--- config.mk ---
export PLATFORM = sky130hd
export DESIGN_NAME = axis_pkt_src
export DESIGN_NICKNAME = d
export VERILOG_FILES = /design/src/rtl/axis_pkt_pkg.sv /design/src/rtl/axis_pkt_cmd_fifo.sv /design/src/rtl/axis_pkt_src.sv
export SDC_FILE = /design/constraint.sdc
export NUM_CORES = 1
export LEC_CHECK = 0
export BUFFER_PORTS_ARGS = -buffer_cell sky130_fd_sc_hd__buf_2
export CAP_MARGIN = 20
export CORE_ASPECT_RATIO = 1.5
export CORE_MARGIN = 3
export CORE_UTILIZATION = 64
export CTS_BUF_LIST = sky130_fd_sc_hd__clkbuf_16
export DETAILED_ROUTE_END_ITERATION = 8
export GPL_ROUTABILITY_DRIVEN = 0
export MAX_ROUTING_LAYER = met4
export PLACE_DENSITY = 0.84
export SYNTH_ARGS = -nofsm -noshare
export SYNTH_HDL_FRONTEND = slang
export SYNTH_SLANG_ARGS = --single-unit
--- constraint.sdc ---
create_clock -name aclk -period 7.7 [get_ports aclk]
set_clock_uncertainty 0.2 [all_clocks]
set_input_delay 1.54 -clock aclk [delete_from_list [all_inputs] [get_ports aclk]]
set_output_delay 1.54 -clock aclk [all_outputs]
set_load 0.005 [all_outputs]
--- src/rtl/axis_pkt_pkg.sv ---
// Shared types and helpers for the AXI4-Stream packet source.
package axis_pkt_pkg;

    localparam int MAX_LEN_W = 32;

    typedef struct packed {
        logic [MAX_LEN_W-1:0] len;
        logic [7:0]           seed;
    } cmd_t;

    typedef enum logic {
        IDLE,
        SEND
    } state_t;

    // r = valid bytes in the final beat modulo db; r == 0 means a full beat
    function automatic logic [7:0] keep_mask(input logic [3:0] r,
                                             input logic [3:0] db);
        logic [3:0] n;
        logic [7:0] m;
        n = (r == 4'd0) ? db : r;
        m = '0;
        for (int i = 0; i < 8; i++) begin
            m[i] = (i < int'(n));
        end
        return m;
    endfunction

endpackage

--- src/rtl/axis_pkt_cmd_fifo.sv ---
// Command FIFO for the packet source: power-of-2 depth, full/empty flags.
module axis_pkt_cmd_fifo
    import axis_pkt_pkg::*;
#(
    parameter int DEPTH = 4
) (
    input  logic clk_i,
    input  logic rst_i,
    input  logic push_i,
    input  cmd_t data_i,
    input  logic pop_i,
    output cmd_t head_o,
    output logic full_o,
    output logic empty_o
);

    localparam int AW = $clog2(DEPTH);

    logic [AW:0] wr_q, wr_d;
    logic [AW:0] rd_q, rd_d;
    cmd_t        mem_q [DEPTH];
    logic        do_push;
    logic        do_pop;

    assign full_o  = (wr_q[AW] != rd_q[AW]) &&
                     (wr_q[AW-1:0] == rd_q[AW-1:0]);
    assign empty_o = (wr_q == rd_q);
    assign do_push = push_i && !full_o;
    assign do_pop  = pop_i && !empty_o;
    assign head_o  = mem_q[rd_q[AW-1:0]];

    always_comb begin
        wr_d = wr_q;
        rd_d = rd_q;
        if (do_push) wr_d = wr_q + 1'b1;
        if (do_pop)  rd_d = rd_q + 1'b1;
    end

    always_ff @(posedge clk_i or posedge rst_i) begin
        if (rst_i) begin
            wr_q <= '0;
            rd_q <= '0;
        end else begin
            wr_q <= wr_d;
            rd_q <= rd_d;
        end
    end

    always_ff @(posedge clk_i) begin
        if (do_push) mem_q[wr_q[AW-1:0]] <= data_i;
    end

endmodule

--- src/rtl/axis_pkt_src.sv ---
// AXI4-Stream packet source: queued commands become packets of
// incrementing bytes, with tkeep trimming the final beat.
module axis_pkt_src
    import axis_pkt_pkg::*;
#(
    parameter int DATA_BYTES = 1,
    parameter int LEN_WIDTH  = 16,
    parameter int CMD_DEPTH  = 4,
    parameter int CNT_WIDTH  = 16
) (
    input  logic                    aclk,
    input  logic                    areset,
    input  logic                    cmd_valid,
    output logic                    cmd_ready,
    input  logic [LEN_WIDTH-1:0]    cmd_len,
    input  logic [7:0]              cmd_seed,
    output logic                    m_axis_tvalid,
    input  logic                    m_axis_tready,
    output logic [8*DATA_BYTES-1:0] m_axis_tdata,
    output logic [DATA_BYTES-1:0]   m_axis_tkeep,
    output logic                    m_axis_tlast,
    output logic                    busy,
    output logic                    pkt_done,
    output logic [CNT_WIDTH-1:0]    pkt_cnt
);

    state_t                  state_q, state_d;
    logic                    tvalid_q, tvalid_d;
    logic [8*DATA_BYTES-1:0] tdata_q;
    logic [DATA_BYTES-1:0]   tkeep_q;
    logic                    tlast_q;
    logic [LEN_WIDTH-1:0]    rem_q, rem_d;
    logic [7:0]              nxt_q, nxt_d;
    logic [CNT_WIDTH-1:0]    cnt_q, cnt_d;
    logic                    done_q, done_d;

    cmd_t                    cmd_in;
    cmd_t                    head;
    logic                    full;
    logic                    empty;
    logic                    pop;
    logic                    load;
    logic                    ld_new;
    logic                    head_nz;
    logic [LEN_WIDTH-1:0]    src_n;
    logic [7:0]              src_s;
    logic [3:0]              nb;
    logic [8*DATA_BYTES-1:0] beat_data;
    logic [DATA_BYTES-1:0]   beat_keep;
    logic                    beat_last;

    assign cmd_in.len  = MAX_LEN_W'(cmd_len);
    assign cmd_in.seed = cmd_seed;
    assign head_nz     = |head.len;

    axis_pkt_cmd_fifo #(.DEPTH(CMD_DEPTH)) u_fifo (
        .clk_i   (aclk),
        .rst_i   (areset),
        .push_i  (cmd_valid),
        .data_i  (cmd_in),
        .pop_i   (pop),
        .head_o  (head),
        .full_o  (full),
        .empty_o (empty)
    );

    always_comb begin
        state_d  = state_q;
        tvalid_d = tvalid_q;
        cnt_d    = cnt_q;
        done_d   = 1'b0;
        pop      = 1'b0;
        load     = 1'b0;
        ld_new   = 1'b0;
        unique case (state_q)
            IDLE: begin
                if (!empty) begin
                    pop = 1'b1;
                    if (head_nz) begin
                        load     = 1'b1;
                        ld_new   = 1'b1;
                        tvalid_d = 1'b1;
                        state_d  = SEND;
                    end
                end
            end
            SEND: begin
                if (m_axis_tready) begin
                    if (!tlast_q) begin
                        load = 1'b1;
                    end else begin
                        done_d = 1'b1;
                        cnt_d  = cnt_q + CNT_WIDTH'(1);
                        // chain the next packet on the same edge
                        if (!empty && head_nz) begin
                            pop    = 1'b1;
                            load   = 1'b1;
                            ld_new = 1'b1;
                        end else begin
                            tvalid_d = 1'b0;
                            state_d  = IDLE;
                        end
                    end
                end
            end
        endcase
    end

    always_comb begin
        src_n = ld_new ? head.len[LEN_WIDTH-1:0] : rem_q;
        src_s = ld_new ? head.seed : nxt_q;
        if (src_n >= LEN_WIDTH'(DATA_BYTES)) nb = 4'(DATA_BYTES);
        else                                 nb = src_n[3:0];
        rem_d     = src_n - LEN_WIDTH'(nb);
        nxt_d     = src_s + {4'd0, nb};
        beat_last = (rem_d == '0);
        beat_keep = DATA_BYTES'(keep_mask(nb & 4'(DATA_BYTES - 1),
                                          4'(DATA_BYTES)));
        beat_data = '0;
        for (int i = 0; i < DATA_BYTES; i++) begin
            if (i < int'(nb)) beat_data[i*8 +: 8] = src_s + 8'(i);
        end
    end

    always_ff @(posedge aclk or posedge areset) begin
        if (areset) begin
            state_q  <= IDLE;
            tvalid_q <= 1'b0;
            tdata_q  <= '0;
            tkeep_q  <= '0;
            tlast_q  <= 1'b0;
            rem_q    <= '0;
            nxt_q    <= '0;
            cnt_q    <= '0;
            done_q   <= 1'b0;
        end else begin
            state_q  <= state_d;
            tvalid_q <= tvalid_d;
            cnt_q    <= cnt_d;
            done_q   <= done_d;
            if (load) begin
                tdata_q <= beat_data;
                tkeep_q <= beat_keep;
                tlast_q <= beat_last;
                rem_q   <= rem_d;
                nxt_q   <= nxt_d;
            end
        end
    end

    assign cmd_ready     = !full;
    assign m_axis_tvalid = tvalid_q;
    assign m_axis_tdata  = tdata_q;
    assign m_axis_tkeep  = tkeep_q;
    assign m_axis_tlast  = tlast_q;
    assign busy          = (state_q == SEND) || !empty;
    assign pkt_done      = done_q;
    assign pkt_cnt       = cnt_q;

endmodule

==> results of run 1 <==
==> layer usage <==
layer  vias up  share of wire  track usage  routed length (µm)
met5         -              0            -                   0
met4         0          0.038        0.131                 574
met3        53          0.061       0.0534                 919
met2       219           0.52        0.439                7830
met1      2391           0.38        0.317                5680
li1       2188              -            -                   -
==> per-stage QoR <==
step	cell area [µm²]	cells	worst slack (ps)
finish	8290	778	2000
CTS	8260	777	2000
global route	8290	778	1560
detailed placement	7630	745	2090
global placement	7630	745	2290
floorplan	7190	553	3130
==> worst reg2reg max path: stages, from the launching register on <==
cell and delay (ps):
dfrtp_1 800, buf_4 430, mux4_2 580, or4_4 590, nor4_4 340, a21o_2 500
a21oi_1 170, nor2_1 430, inv_1 100, ha_1 250, a21o_1 160, a21oi_1 220
nor2b_1 80, o21a_1 200, nand3_1 150, mux2i_1 230, o2111ai_1 120
==> cells by family (layout without fill, tap and decap cells) <==
kind of cell / Yosys count / count (layout) / synth area share
flops: 155 / 155 / 0.607
fa+ha+maj: 12 / 12 / 0.0220
other cells: 1 / 4 / 0.000522
simple gates: 199 / 199 / 0.139
compound gates: 84 / 84 / 0.0768
xor+xnor: 35 / 35 / 0.0427
mux: 37 / 37 / 0.0948
buf+inv: 27 / 108 / 0.0178
==> sequential cells by signal, indices dropped and copies added, names as in the netlist <==
name,flops
pkt_cnt,16
u_fifo.wr_q,3
m_axis_tvalid,1
m_axis_tdata,8
m_axis_tlast,1
u_fifo.mem_q,96
u_fifo.rd_q,3
state_q,1
m_axis_tkeep,1
nxt_q,8
rem_q,16
pkt_done,1
==> area by class of cell <==
type | instances | area, µm²
clock inverter | 15 | 201
inverter | 9 | 33.8
sequential | 155 | 4360
clock buffer | 17 | 425
fill | 647 | 2480
timing repair buffer | 67 | 380
multi-input combinational | 371 | 2710
tap | 144 | 180
==> final timing paths <==
path	start	to	slack (ps)	cells after the start
max	u_fifo.rd_q[0]	nxt_q[7]	2000	16
min	m_axis_tkeep	m_axis_tkeep	270	1
max reg2reg	u_fifo.rd_q[0]	nxt_q[7]	2000	16
min reg2reg	m_axis_tkeep	m_axis_tkeep	270	1
max in group asynchronous	areset	u_fifo.wr_q[2]	5690	3
min in group asynchronous	areset	m_axis_tdata[1]	1120	3
==> cell usage in the layout (no fill, tap or decap), types with 8 or more instances in the layout <==
cell / synthesis / final
xor2_1: 15 / 15
or3_1: 8 / 8
buf_4: 1 / 9
nor2_1: 30 / 30
dfrtp_1: 59 / 59
nand2b_1: 10 / 10
buf_2: 6 / 57
nand2_1: 85 / 85
o21ai_0: 28 / 28
mux4_2: 24 / 24
inv_1: 9 / 8
and3_1: 8 / 8
clkbuf_16: 0 / 17
a21oi_1: 17 / 17
xnor2_1: 20 / 20
edfxtp_1: 96 / 96
ha_1: 11 / 11
nand3_1: 14 / 14
==> power by group through the flow <==
| stage | clock [W] | sequential [W] | combinational, W |
|---|---|---|---|
| after floorplan | 0 | 0.00113 | 0.000327 |
| after global placement | 0 | 0.00114 | 0.000438 |
| after detailed placement | 0 | 0.00115 | 0.000457 |
| after CTS | 0.000887 | 0.00115 | 0.000464 |
| after global routing | 0.000919 | 0.00116 | 0.000519 |
| final | 0.000875 | 0.00115 | 0.000469 |
==> flow_summary_export.csv, run 1 <==
group,metric,value,unit
run_status,status,"completed",
power,clkPwrFrac,0.351,
global_routing,grt_pass1_vias,5005,
power,p_seq_frac,0.461,
timing,tns,0,ps
timing,fin_crit_sh,0.741,
clock_tree,numCtsBuffers,17,
yosys,ys_ff_latch,155,
setup_path,cpPeakStageDelay,800,ps
cells_and_area,nets,661,
power,power.leakage,3.26,nW
clock_tree,postCtsHoldBufs,0,
setup_path,worst_path_max_delay_cell,"dfrtp_1",
setup_path,critPathTopFamily,"simple AND/OR/NAND/NOR gates",
hold_path,hold_class,"reg2reg",
flow_run,maxCapViolCount,0,
floorplan,dieHeight,136,µm
global_routing,overflow,0,
setup_path,crit_fanout,24,
cells_and_area,synthToLayoutAreaGrowth,15.4,%
clock_tree,root_buffer,"clkbuf_16",
floorplan,fp.dieW,92.5,µm
clock_tree,clockBufferDepth,2,
setup_path,crit_buf_inv,2,
clock_tree,clk_latency,430,ps
detailed_routing,wire_per_inst,19.3,µm
yosys,synth_area_leader_cell,"edfxtp_1",
detailed_routing,vias,4851,
yosys,synth-edff-count,96,
detailed_routing,drcViolationCount,0,
floorplan,core,10800,µm²
detailed_routing,dr.pass1.iters,5,
yosys,yosys_most_used_dff,"edfxtp_1",
yosys,synth_top_area_frac,0.401,
yosys,syn_area,7180,µm²
global_routing,grt_max_degree,60,
clock_tree,clock-sinks,155,
detailed_routing,drtAntennaViolNets,0,
setup_path,crit_required,7780,ps
power,p_sw,0.000730,W
yosys,yosys_warnings,0,
clock_tree,ctsResizeCount,0,
yosys,seq_area_frac_synth,0.607,
timing,timing.slew.headroom,0.506,
timing,hold_ws,267,ps
setup_path,startpoint_type,"register",
global_routing,grtUsageTotal,0.268,
yosys,syn_inst,550,
global_routing,grt_first_pass_wirelength,24800,µm
global_routing,antenna_found_initial,0,
detailed_routing,wl,15000,µm
clock_tree,cts_tree,"built",
clock_tree,cts_setup_buffers,0,
setup_path,critPathCaptureType,"register",
floorplan,start_util,0.667,
power,total_power,0.00249,W
timing,rsz0062_at_grt,"no",
detailed_routing,first_iter_violations,375,
power,switching_share,0.293,
cells_and_area,antenna_cells,0,
floorplan,io_pins,58,
timing,setup_viol,0,
detailed_routing,avgViaCountPerCell,6.24,
yosys,yosys-top-cells-area,"edfxtp_1 40%, dfrtp_1 21%, mux4_2 7.5%",
timing,hold_violations,0,
yosys,syn_area_per_cell,13.1,µm²
cells_and_area,post-route-util,0.770,
cells_and_area,drive_gt1_frac,0.232,
yosys,yosysMostFrequentCell,"edfxtp_1",
placed_design,portBuffers,57,
power,p_comb_frac,0.188,
timing,slew_viol_final,0,
timing,fin_crit,5700,ps
yosys,yosysUniqueCellTypes,65,
setup_path,crit_chain,"buf_4 > mux4_2 > or4_4 > nor4_4 > a21o_2 > a21oi_1 > nor2_1 > inv_1 > ha_1 > a21o_1 > a21oi_1 > nor2b_1 > o21a_1 > nand3_1 > mux2i_1 > o2111ai_1",
setup_path,path_common_cell,"a21oi_1",
setup_path,arrival,5790,ps
placed_design,dp_hpwl,9730,µm
yosys,synth_commonest_cells,"96 x edfxtp_1, 85 x nand2_1, 59 x dfrtp_1",
power,peakVddDrop,0.306,mV
power,p_int,0.00176,W
clock_tree,htreeDepth,4,
floorplan,dieArea,12600,µm²
clock_tree,clk_pin_slew_worst_paths,70,ps
setup_path,crit_type,"reg2reg",
timing,worstMarginPinSlew,741,ps
timing,max_freq,175,MHz
power,p_per_area,301,nW/µm²
yosys,async_flop_share,0.381,
floorplan,num_rows,46,
Power figures use the tool's default switching activity.
==> inputs of run 2 (changes only) <==
CORE_UTILIZATION = 54   (was 64)
PLACE_DENSITY = 0.76   (was 0.84)
clock period = 4.6 ns   (was 7.7 ns; I/O delays follow)
==> flow_summary_export.csv, run 2 (synthesized netlist as in run 1, its figures left out) <==
group,metric,value,unit
setup_path,reg2reg_slack,-50,ps
timing,tns,-53.6,ps
cells_and_area,antenna_cells,0,
clock_tree,clk_pin_slew_worst_paths,70,ps
cells_and_area,nets,694,
detailed_routing,drcViolationCount,1,
global_routing,grtUsageTotal,0.215,
timing,slew_viol_final,0,
floorplan,dieArea,14700,µm²
global_routing,grt_pass1_vias,4754,
timing,rsz0062_at_grt,"yes",
global_routing,overflow,0,
timing,setup_viol,1,
clock_tree,numCtsBuffers,17,
power,peakVddDrop,0.329,mV
power,p_seq_frac,0.472,
detailed_routing,dr.pass1.iters,7,
floorplan,io_pins,58,
setup_path,worst_r2r_endpoint,"m_axis_tlast",
cells_and_area,fill_cells,932,
cells_and_area,synthToLayoutAreaGrowth,19.3,%
power,p_sw,0.00120,W
hold_path,worstHoldEndpoint,"pkt_cnt[15]",
cells_and_area,register_area,4360,µm²
clock_tree,htreeDepth,4,
floorplan,start_util,0.552,
power,switching_share,0.296,
placed_design,placed_cells,774,
cells_and_area,multi_input_area,2780,µm²
power,clkPwrFrac,0.329,
run_status,status,"complete, but fails checks",
detailed_routing,wl,14900,µm
floorplan,num_rows,51,
clock_tree,clockBufferDepth,2,
clock_tree,cts_tree,"built",
detailed_routing,vias,4767,
global_routing,antenna_found_initial,0,
timing,max_freq,215,MHz
setup_path,arrival,4770,ps
setup_path,startpoint_type,"register",
cells_and_area,final_cell_mix,"96 x edfxtp_1, 85 x nand2_1, 57 x buf_2, 57 x dfrtp_1, 41 x buf_4",
timing,finalWorstSetupSlack,-53.6,ps
placed_design,dp_hpwl,9940,µm
run_status,failed_checks,"design-rule violations, negative setup slack",
timing,worstMarginPinSlew,683,ps
cells_and_area,drive_gt1_frac,0.289,
cells_and_area,largest_reg_flops,96,
flow_run,maxCapViolCount,0,
power,p_comb_frac,0.200,
setup_path,crit_fanout,6,
timing,hold_violations,0,
detailed_routing,first_iter_violations,346,
cells_and_area,fin_area,8570,µm²
detailed_routing,avgViaCountPerCell,5.77,
timing,timing.slew.headroom,0.540,
power,power.leakage,3.38,nW
timing,fin_crit_sh,1.01,
power,p_per_area,472,nW/µm²
floorplan,fp.dieW,100,µm
placed_design,place_area,7770,µm²
global_routing,grt_first_pass_wirelength,23800,µm
hold_path,holdPathStages,1,
hold_path,hold_class,"reg2reg",
clock_tree,clk_latency,430,ps
setup_path,worstReg2RegStart,"u_fifo.rd_q[0]",
detailed_routing,wire_per_inst,18.0,µm
cells_and_area,final_common_cell,"edfxtp_1",
clock_tree,clock-sinks,155,
detailed_routing,drtAntennaViolNets,0,
timing,fin_crit,4650,ps
floorplan,dieHeight,147,µm
clock_tree,root_buffer,"clkbuf_16",
placed_design,portBuffers,57,
floorplan,core,13000,µm²
hold_path,hp-start,"pkt_cnt[15]",
power,p_int,0.00285,W
setup_path,worstRegToRegCells,16,
setup_path,critPathCaptureType,"register",
setup_path,crit_type,"reg2reg",
global_routing,grt_max_degree,41,
cells_and_area,stdcell_count,826,
setup_path,crit_required,4720,ps
-- run 2: changes by cell type in the layout (fill, tap and decap cells not counted), moves of 2 or more --
| cell | delta |
|---|---|
| buf_4 | +32 |
| a21oi_1 | -3 |
| a21oi_2 | +3 |
| clkinvlp_4 | +3 |
| bufinv_16 | -2 |
| dfrtp_1 | -2 |
| dfrtp_2 | +2 |
| ha_1 | -2 |
| ha_2 | +2 |
| inv_8 | -2 |
| nor2_1 | -2 |
| nor2_4 | +2 |
-- run 2: timing repair --
item,CTS,global route
hold endpoints to repair,0,0
buffers inserted,0,20
hold buffers,0,0
resized for setup,1,20
pin swaps,0,17
setup endpoints to repair,1,6
-- run 2: power groups by stage --
stage	clock [W]	combinational, W	sequential (W)
floorplan	0	0.000548	0.00189
global placement	0	0.000748	0.00192
detailed placement	0	0.000772	0.00193
CTS	0.00136	0.000776	0.00191
global route	0.00142	0.000902	0.00193
finish	0.00133	0.000809	0.00191
-- run 2: final cells by class --
| type | count | share of cell area |
|---|---|---|
| flip-flops and latches | 155 | 0.509 |
| multi-input cells | 371 | 0.324 |
| repair buffers | 100 | 0.0733 |
| clock buffers | 17 | 0.0496 |
| well taps | 159 | 0.0232 |
| clock inverters | 15 | 0.0164 |
| inverters | 9 | 0.00394 |
-- run 2: how the worst max path moves through the flow --
stage / slack, ps / to / startpoint / cells past startpoint
2_1_floorplan: 320 / rem_q[10] / u_fifo.rd_q[0] / 15
6_report: -50 / m_axis_tlast / u_fifo.rd_q[0] / 16
3_5_place_dp: 2 / nxt_q[7] / u_fifo.rd_q[0] / 16
5_1_grt: -190 / m_axis_tlast / u_fifo.rd_q[0] / 15
3_3_place_gp: 140 / m_axis_tlast / u_fifo.rd_q[0] / 14
4_1_cts: 6 / rem_q[10] / u_fifo.rd_q[0] / 15
-- run 2: worst max-delay path, cell delays in order, from the launching register on --
cell,delay (ps)
dfrtp_2,420
buf_12,130
buf_8,100
mux4_2,550
or4_4,540
nor4_4,360
a21oi_2,120
mux2i_1,180
ha_2,210
a21o_1,140
a311o_1,380
a211o_4,320
buf_4,160
and3_1,180
a211oi_2,220
nor3b_2,70
a32o_1,250
-- run 2: metrics by stage --
step                setup WS (ps)  total power [W]  hold WS [ps]  utilization
floorplan                     321          0.00244           246            -
global placement              138          0.00266           257        0.597
detailed placement           2.37          0.00270           265        0.597
CTS                          6.27          0.00404           280        0.640
global route                 -185          0.00425           296        0.658
finish                      -53.6          0.00405           274        0.658
-- run 2: per-layer routing --
| layer | vias to the layer above | share of wire | GRT usage |
|---|---|---|---|
| li1 | 2259 | - | - |
| met4 | 0 | 0.025 | 0.105 |
| met1 | 2323 | 0.40 | 0.257 |
| met3 | 33 | 0.045 | 0.0423 |
| met2 | 152 | 0.53 | 0.348 |
| met5 | - | 0 | - |
